**src/rtl/coin_pkg.sv**
```systemverilog
// Shared types and constants for the coin credit front end.
package coin_pkg;

  localparam int CREDIT_W = 5;

  localparam logic [CREDIT_W-1:0] CREDIT_SW0 = 5'd5;
  localparam logic [CREDIT_W-1:0] CREDIT_SW1 = 5'd10;
  localparam logic [CREDIT_W-1:0] CREDIT_SW2 = 5'd20;

  typedef enum logic [1:0] {
    COIN_5,
    COIN_10,
    COIN_20
  } coin_id_t;

  function automatic logic [CREDIT_W-1:0] coin_value(input coin_id_t id);
    case (id)
      COIN_5:  return CREDIT_SW0;
      COIN_10: return CREDIT_SW1;
      COIN_20: return CREDIT_SW2;
      default: return '0;
    endcase
  endfunction

endpackage

```
**src/rtl/switch_debouncer.sv**
```systemverilog
// Two-flop synchroniser, hold-time debouncer and rising-edge detector
// for one raw mechanical switch.
module switch_debouncer #(
  parameter int DEBOUNCE_CYCLES = 1000000
) (
  input  logic clk,
  input  logic rst,
  input  logic raw,
  output logic level,
  output logic rise_pulse
);

  localparam int CNT_W = (DEBOUNCE_CYCLES > 2) ? $clog2(DEBOUNCE_CYCLES) : 1;
  localparam logic [CNT_W-1:0] CNT_LAST = CNT_W'(DEBOUNCE_CYCLES - 1);

  logic             sync_1;
  logic             sync_2;
  logic [CNT_W-1:0] cnt;
  logic             level_d;

  always_ff @(posedge clk) begin
    if (rst) begin
      sync_1  <= 1'b0;
      sync_2  <= 1'b0;
      cnt     <= '0;
      level   <= 1'b0;
      level_d <= 1'b0;
    end else begin
      sync_1  <= raw;
      sync_2  <= sync_1;
      level_d <= level;
      if (sync_2 == level) begin
        cnt <= '0;
      end else if (cnt == CNT_LAST) begin
        level <= sync_2;
        cnt   <= '0;
      end else begin
        cnt <= cnt + 1'b1;
      end
    end
  end

  assign rise_pulse = level & ~level_d;

endmodule

```
**src/rtl/coin_credit_tx.sv**
```systemverilog
// Per-switch pending coin counters, fixed-priority arbiter and the
// registered valid/ready credit output.
module coin_credit_tx
  import coin_pkg::*;
#(
  parameter int DEBOUNCE_CYCLES = 1000000,
  parameter int PEND_MAX        = 3
) (
  input  logic                clk,
  input  logic                rst,
  input  logic                sw0,
  input  logic                sw1,
  input  logic                sw2,
  input  logic                credit_ready,
  output logic                credit_valid,
  output logic [CREDIT_W-1:0] credit_amount,
  output logic                overflow
);

  localparam logic [1:0] PEND_LIM = 2'(PEND_MAX);

  logic [2:0]      raw;
  logic [2:0]      level;
  logic [2:0]      rise;
  logic [2:0]      pulse;
  logic [2:0][1:0] pend;
  logic [2:0]      dec;
  logic [2:0]      ovf_vec;
  logic            out_free;
  logic            any_pend;
  coin_id_t        sel_id;

  assign raw = {sw2, sw1, sw0};

  for (genvar g = 0; g < 3; g++) begin : g_sw
    switch_debouncer #(
      .DEBOUNCE_CYCLES(DEBOUNCE_CYCLES)
    ) u_db (
      .clk       (clk),
      .rst       (rst),
      .raw       (raw[g]),
      .level     (level[g]),
      .rise_pulse(rise[g])
    );
  end

  assign pulse = rise & level;

  always_comb begin
    out_free = !credit_valid || credit_ready;
    any_pend = (pend[0] != 2'd0) || (pend[1] != 2'd0) || (pend[2] != 2'd0);
    sel_id   = COIN_5;
    dec      = 3'b000;
    if (pend[0] != 2'd0) begin
      sel_id = COIN_5;
      dec[0] = out_free;
    end else if (pend[1] != 2'd0) begin
      sel_id = COIN_10;
      dec[1] = out_free;
    end else if (pend[2] != 2'd0) begin
      sel_id = COIN_20;
      dec[2] = out_free;
    end
    for (int i = 0; i < 3; i++) begin
      ovf_vec[i] = pulse[i] && !dec[i] && (pend[i] == PEND_LIM);
    end
  end

  always_ff @(posedge clk) begin
    if (rst) begin
      pend          <= '0;
      credit_valid  <= 1'b0;
      credit_amount <= '0;
      overflow      <= 1'b0;
    end else begin
      for (int i = 0; i < 3; i++) begin
        case ({pulse[i], dec[i]})
          2'b10:   if (pend[i] != PEND_LIM) pend[i] <= pend[i] + 2'd1;
          2'b01:   pend[i] <= pend[i] - 2'd1;
          default: ;
        endcase
      end
      overflow <= |ovf_vec;
      // Output register only moves when empty or being accepted this cycle.
      if (out_free) begin
        if (any_pend) begin
          credit_valid  <= 1'b1;
          credit_amount <= coin_value(sel_id);
        end else begin
          credit_valid  <= 1'b0;
          credit_amount <= '0;
        end
      end
    end
  end

endmodule

```
**config.mk**
```make
export PLATFORM = sky130hd
export DESIGN_NAME = coin_credit_tx
export DESIGN_NICKNAME = d
export VERILOG_FILES = /design/src/rtl/coin_pkg.sv /design/src/rtl/switch_debouncer.sv /design/src/rtl/coin_credit_tx.sv
export SDC_FILE = /design/constraint.sdc
export NUM_CORES = 1
export LEC_CHECK = 0
export ABC_AREA = 1
export CAP_MARGIN = 20
export CORE_ASPECT_RATIO = 2
export CORE_MARGIN = 2
export CORE_UTILIZATION = 61
export DETAILED_ROUTE_END_ITERATION = 16
export MAX_ROUTING_LAYER = met4
export PLACE_DENSITY = 0.79
export SYNTH_ARGS = -nofsm -noshare
export SYNTH_HDL_FRONTEND = slang
export SYNTH_HIERARCHICAL = 1
export SYNTH_SLANG_ARGS = --single-unit
```
**constraint.sdc**
```tcl
create_clock -name clk -period 1.9 [get_ports clk]
set_clock_uncertainty 0.1 [all_clocks]
set_input_delay 0.38 -clock clk [delete_from_list [all_inputs] [get_ports clk]]
set_output_delay 0.38 -clock clk [all_outputs]
set_load 0.005 [all_outputs]
```
* After elaboration in Yosys (flattened, before gate mapping)
Index checks and enable logic that the tools add are counted.
** Cells by class
- Add/sub/neg operators :: 9
- Multipliers :: 0
- Divide/modulo/power cells :: 0
- $lt $le $gt $ge :: 0
- Equality and inequality tests :: 23
- Shift-type cells :: 0
- Mux-type cells :: 17
- Bitwise logic cells :: 10
- Reduce and logical (&&, ||, !) cells :: 30
** Operator list (number)
- 20-bit by 1-bit adder with 20-bit output (second input constant) :: 3
- 20-bit == test (second input constant) :: 3
- 5-bit one-hot mux with 3 select lines :: 1
- 2-bit == test (second input constant) :: 7
- 2-bit 2-to-1 mux :: 7
- 2-bit != test (second input constant) :: 6
- 2-bit one-hot mux with 2 select lines :: 3
- 2-bit AND reduction :: 6
- 2-bit nonzero test :: 6
- 3-bit OR reduction :: 4
- 2-bit by 1-bit == test with 1-bit output (second input constant) :: 4
- 2-bit by 1-bit adder with 2-bit output (second input constant) :: 3
- 1-bit logical AND :: 6
- 1-bit NOT :: 6
- 2-bit by 1-bit subtractor with 2-bit output (second input constant) :: 3
- 1-bit 2-to-1 mux :: 5
- 5-bit 2-to-1 mux :: 1
- 1-bit logical NOT :: 4
- 1-bit bitwise AND :: 3
- 3-bit bitwise AND :: 1
- 1-bit == test :: 3
- 1-bit logical OR :: 3
- 2-bit logical NOT :: 1
** Storage, ports and cells
- Flip-flop bits (word level) :: 85
- Bits in latches :: 0
- Memory bits (writable) :: 0
- Bits in read-only memories :: 0
- Input port bits :: 6
- Logic and storage cells :: 110
- Memories kept :: 0

* Depth between registers and ports, before layout
- Depth after elaboration :: 9
- Gate-level depth with buffers :: 8
- Depth with buffers taken out :: 8

* By module
The synthesis kept the hierarchy.
** By module, submodules not included
- switch_debouncer :: times used 3, cells an instance 168, area an instance 1219.9 µm², seq. area each 480.5 µm²
- coin_credit_tx :: times used 1, cells an instance 84, area an instance 605.6 µm², seq. area each 240.2 µm²

* Worst setup path before layout
Ideal clock, no wire load.
- Path type :: flip-flop to flip-flop
- Start :: reg g_sw[0].u_db.cnt[0]
- End :: reg g_sw[0].u_db.cnt[11]
- Arrival :: 1.239 ns
- Slack :: 0.446 ns
- Cell stages (with the launch flop) :: 8
- Buffers on the path :: 1
- Clock period less this slack :: 1.454 ns
- Cell sequence :: dfxtp_1 ha_1 nand3_2 nor2_4 nand3_2 nand2_4 buf_12 nor2_2
** On the way
- Word-level cells in the longest chain between the ends :: 2
- Elaborated cells between the ends (all ways) :: 3
- Those cells by class :: add/sub (1); eq/ne (1); reduce/logical (1)
** RTL lines
- start: declaration :: RTL line switch_debouncer.sv:18 : logic [CNT_W-1:0] cnt;
- start signal: assignment :: RTL line switch_debouncer.sv:38 : cnt <= cnt + 1'b1;
- branches (longest 2 deep; another with 20-bit by 1-bit adder with 20-bit output)
Parallel ways; which one is timed is not known.
A chain may end at the register's enable or synchronous reset.

==> results.yml <==
run_status:
  outcome: "finished, final reports clean"
clocking:
  cts.sinks: 84
  ctsResizeCount: 0
  cts_max_level: 3
  clock_path_buffers: 2
  cts_hold_buf: 0
  post-cts-setup-buffer-count: 0
  ctsRootBufferMaster: "clkbuf_16"
  clk_pin_slew_ps: 60
  numCtsBuffers: 9
  cts_tree: "done"
  clk_latency_ps: 340
grt:
  grt_first_pass_wirelength_um: 14000
  grt_use_total: 0.233
  antenna_found_initial: 0
  grt_max_degree: 19
  grt_pass1_vias: 3337
  gr-total-overflow: 0
floorplan:
  die_x_um: 63.1
  design.portCount: 13
  core_mm2: 0.00683
  die_h_um: 122
  rows: 43
  die-area_mm2: 0.00772
  initial_core_util: 0.624
timing:
  tightest_slew_ps: 283
  fmax_mhz: 600
  setup_viol: 0
  relSlewSlack: 0.810
  finalHoldViolations: 0
  rsz0062_at_grt: "no"
  setup_slack_ps: 233
  timing.final.max_slew_violations: 0
  finalHoldWorstSlack_ps: 305
  fin_crit_ps: 1670
  min_period_over_period: 0.877
  finalSetupTns_ps: 0
setup_path:
  cp_slowest_cell: "clkdlybuf4s50_1"
  rr_endpoint: "g_sw[2].u_db/cnt[10]"
  crit_type: "flip-flop to primary output"
  end_kind: "primary output"
  r2r_slack_ps: 300
  crit_path_cell_trace: "clkdlybuf4s50_1"
  cp.required_ps: 1420
  ff2ff_path_depth: 6
  cpPeakStageDelay_ps: 510
  worstPathMaxFanout: 3
  path_delay_family: "buffers and inverters"
  crit_path_start_kind: "flip-flop"
  crit_buf_inv: 1
  rr_startpoint: "g_sw[2].u_db/cnt[0]"
  critPathArrivalTime_ps: 1190
route:
  wl_met3_um: 301
  drt_iter0_markers: 302
  drc: 0
  met2_length_um: 3640
  wl_um: 7820
  post_drt_wl_per_cell_um: 11.1
  vias_per_cell: 5.07
  first_pass_iters: 4
  postRouteAntennaNets: 0
  top_layer: "met4"
  met1_length_um: 3700
  vias: 3587
run:
  max-cap-violations: 0
final_layout:
  register_area_mm2: 0.00168
  areaGrowthSynthToFinish_pct: 11.3
  drive_gt1_frac: 0.186
  fin_cells: 708
  n_fill_cell: 582
  final_cell_mix: "nand2_1, nor2_1, dfxtp_1, inv_1, nor2_2"
  nNetsFinal: 622
  n_antenna_cell: 0
  multi_input_area_mm2: 0.00227
  final_common_cell: "nand2_1"
synthesis:
  synth_area_mm2: 0.00427
  synth_cell_types: 29
  ys_seq_elements: 84
  seq_area_frac_synth: 0.394
  ys.warnings.count: 6
  avgSynthCellArea_um2: 7.25
  syn_inst: 588
  syn_nets: 597
worst_hold_path:
  hold_class: "flip-flop to flip-flop"
  whs_path_depth: 2
  worstHoldStart: "g_sw[1].u_db/sync_1"
  worst_hold_path.endpoint: "g_sw[1].u_db/sync_2"
placement:
  hpwl_um: 5810
  placedCellCount: 692
  dp_slack_ps: 37.8
  gp_congestion: 0.880
  port_buffers: 12
pwr:
  power_density_mw_per_mm2: 738
  power.static_leakage_nw: 1.49
  vdd_drop_max_mv: 0.543
## layer usage
metal,global-route usage,vias up
met1,0.286,1603
li1,-,1916
met5,-,-
met2,0.361,56
met3,0.0504,12
met4,0.117,0
## sequential cells by signal, summed over array words and instances (netlist names), 3 cells and up
register,flops
pend,6
g_sw.u_db/sync_1,3
g_sw.u_db/cnt,60
g_sw.u_db/level_d,3
g_sw.u_db/level,3
credit_amount,4
g_sw.u_db/sync_2,3
## final cells by class
class / count / area share
well taps: 90 / 0.0237
inverters: 65 / 0.0514
repair buffers: 18 / 0.0348
flip-flops and latches: 84 / 0.354
clock inverters: 4 / 0.00527
clock buffers: 12 / 0.0519
multi-input cells: 435 / 0.479
## kinds of logic after synthesis
group	after synthesis	share of synthesized area
flip-flops	84	0.394
buffers and inverters	69	0.0730
XOR/XNOR	18	0.0370
AND/OR/NAND/NOR	357	0.409
AO/OA/AOI/OAI	57	0.0777
adder cells (fa/ha/maj)	3	0.00880
## Yosys cell counts (all sizes together)
cell / n / area share
nor2: 141 / 0.16
nand2: 133 / 0.13
dfxtp: 84 / 0.39
inv: 65 / 0.057
nand3: 47 / 0.068
a21oi: 39 / 0.054
o21ai: 13 / 0.015
nand4: 12 / 0.018
xnor2: 12 / 0.025
nor3: 9 / 0.011
and2: 6 / 0.0088
or2: 6 / 0.0088
xor2: 6 / 0.012
buf: 4 / 0.016
ha: 3 / 0.0088
nand3b: 3 / 0.0053
o21bai: 3 / 0.0053
a31oi: 1 / 0.0015
a41oi: 1 / 0.0021
## through the flow
step           area, µm²  utilization  power (mW)
4_1_cts             4750        0.695        3.54
2_1_floorplan       4270            -        1.91
3_3_place_gp        4480        0.655        1.95
5_1_grt             4750        0.695        3.63
6_report            4750        0.695        3.50
3_5_place_dp        4480        0.655        1.96
## worst register-to-register path, delay by kind of cell (launching register included)
family	cells	cell delay [ps]
fa+ha+maj	1	220
flops	1	380
simple gates	5	770
## how the worst max path moves through the flow
stage / from / slack, ps / depth (start not counted) / endpoint
6_report: credit_amount[3] / 230 / 1 / credit_amount[1]
5_1_grt: g_sw[0].u_db/cnt[0] / 160 / 6 / g_sw[0].u_db/cnt[10]
4_1_cts: credit_amount[3] / 220 / 1 / credit_amount[1]
3_5_place_dp: rst / 40 / 7 / g_sw[0].u_db/cnt[10]
3_3_place_gp: rst / 90 / 7 / g_sw[2].u_db/cnt[10]
2_1_floorplan: g_sw[0].u_db/cnt[0] / 450 / 7 / g_sw[0].u_db/cnt[11]
## power by group
| part | switching [mW] | internal, mW |
|---|---|---|
| combinational | 0.0727 | 0.0549 |
| sequential | 0.0115 | 1.78 |
| clock | 0.668 | 0.916 |
| total | 0.752 | 2.75 |
Power figures use the tool's default switching activity.
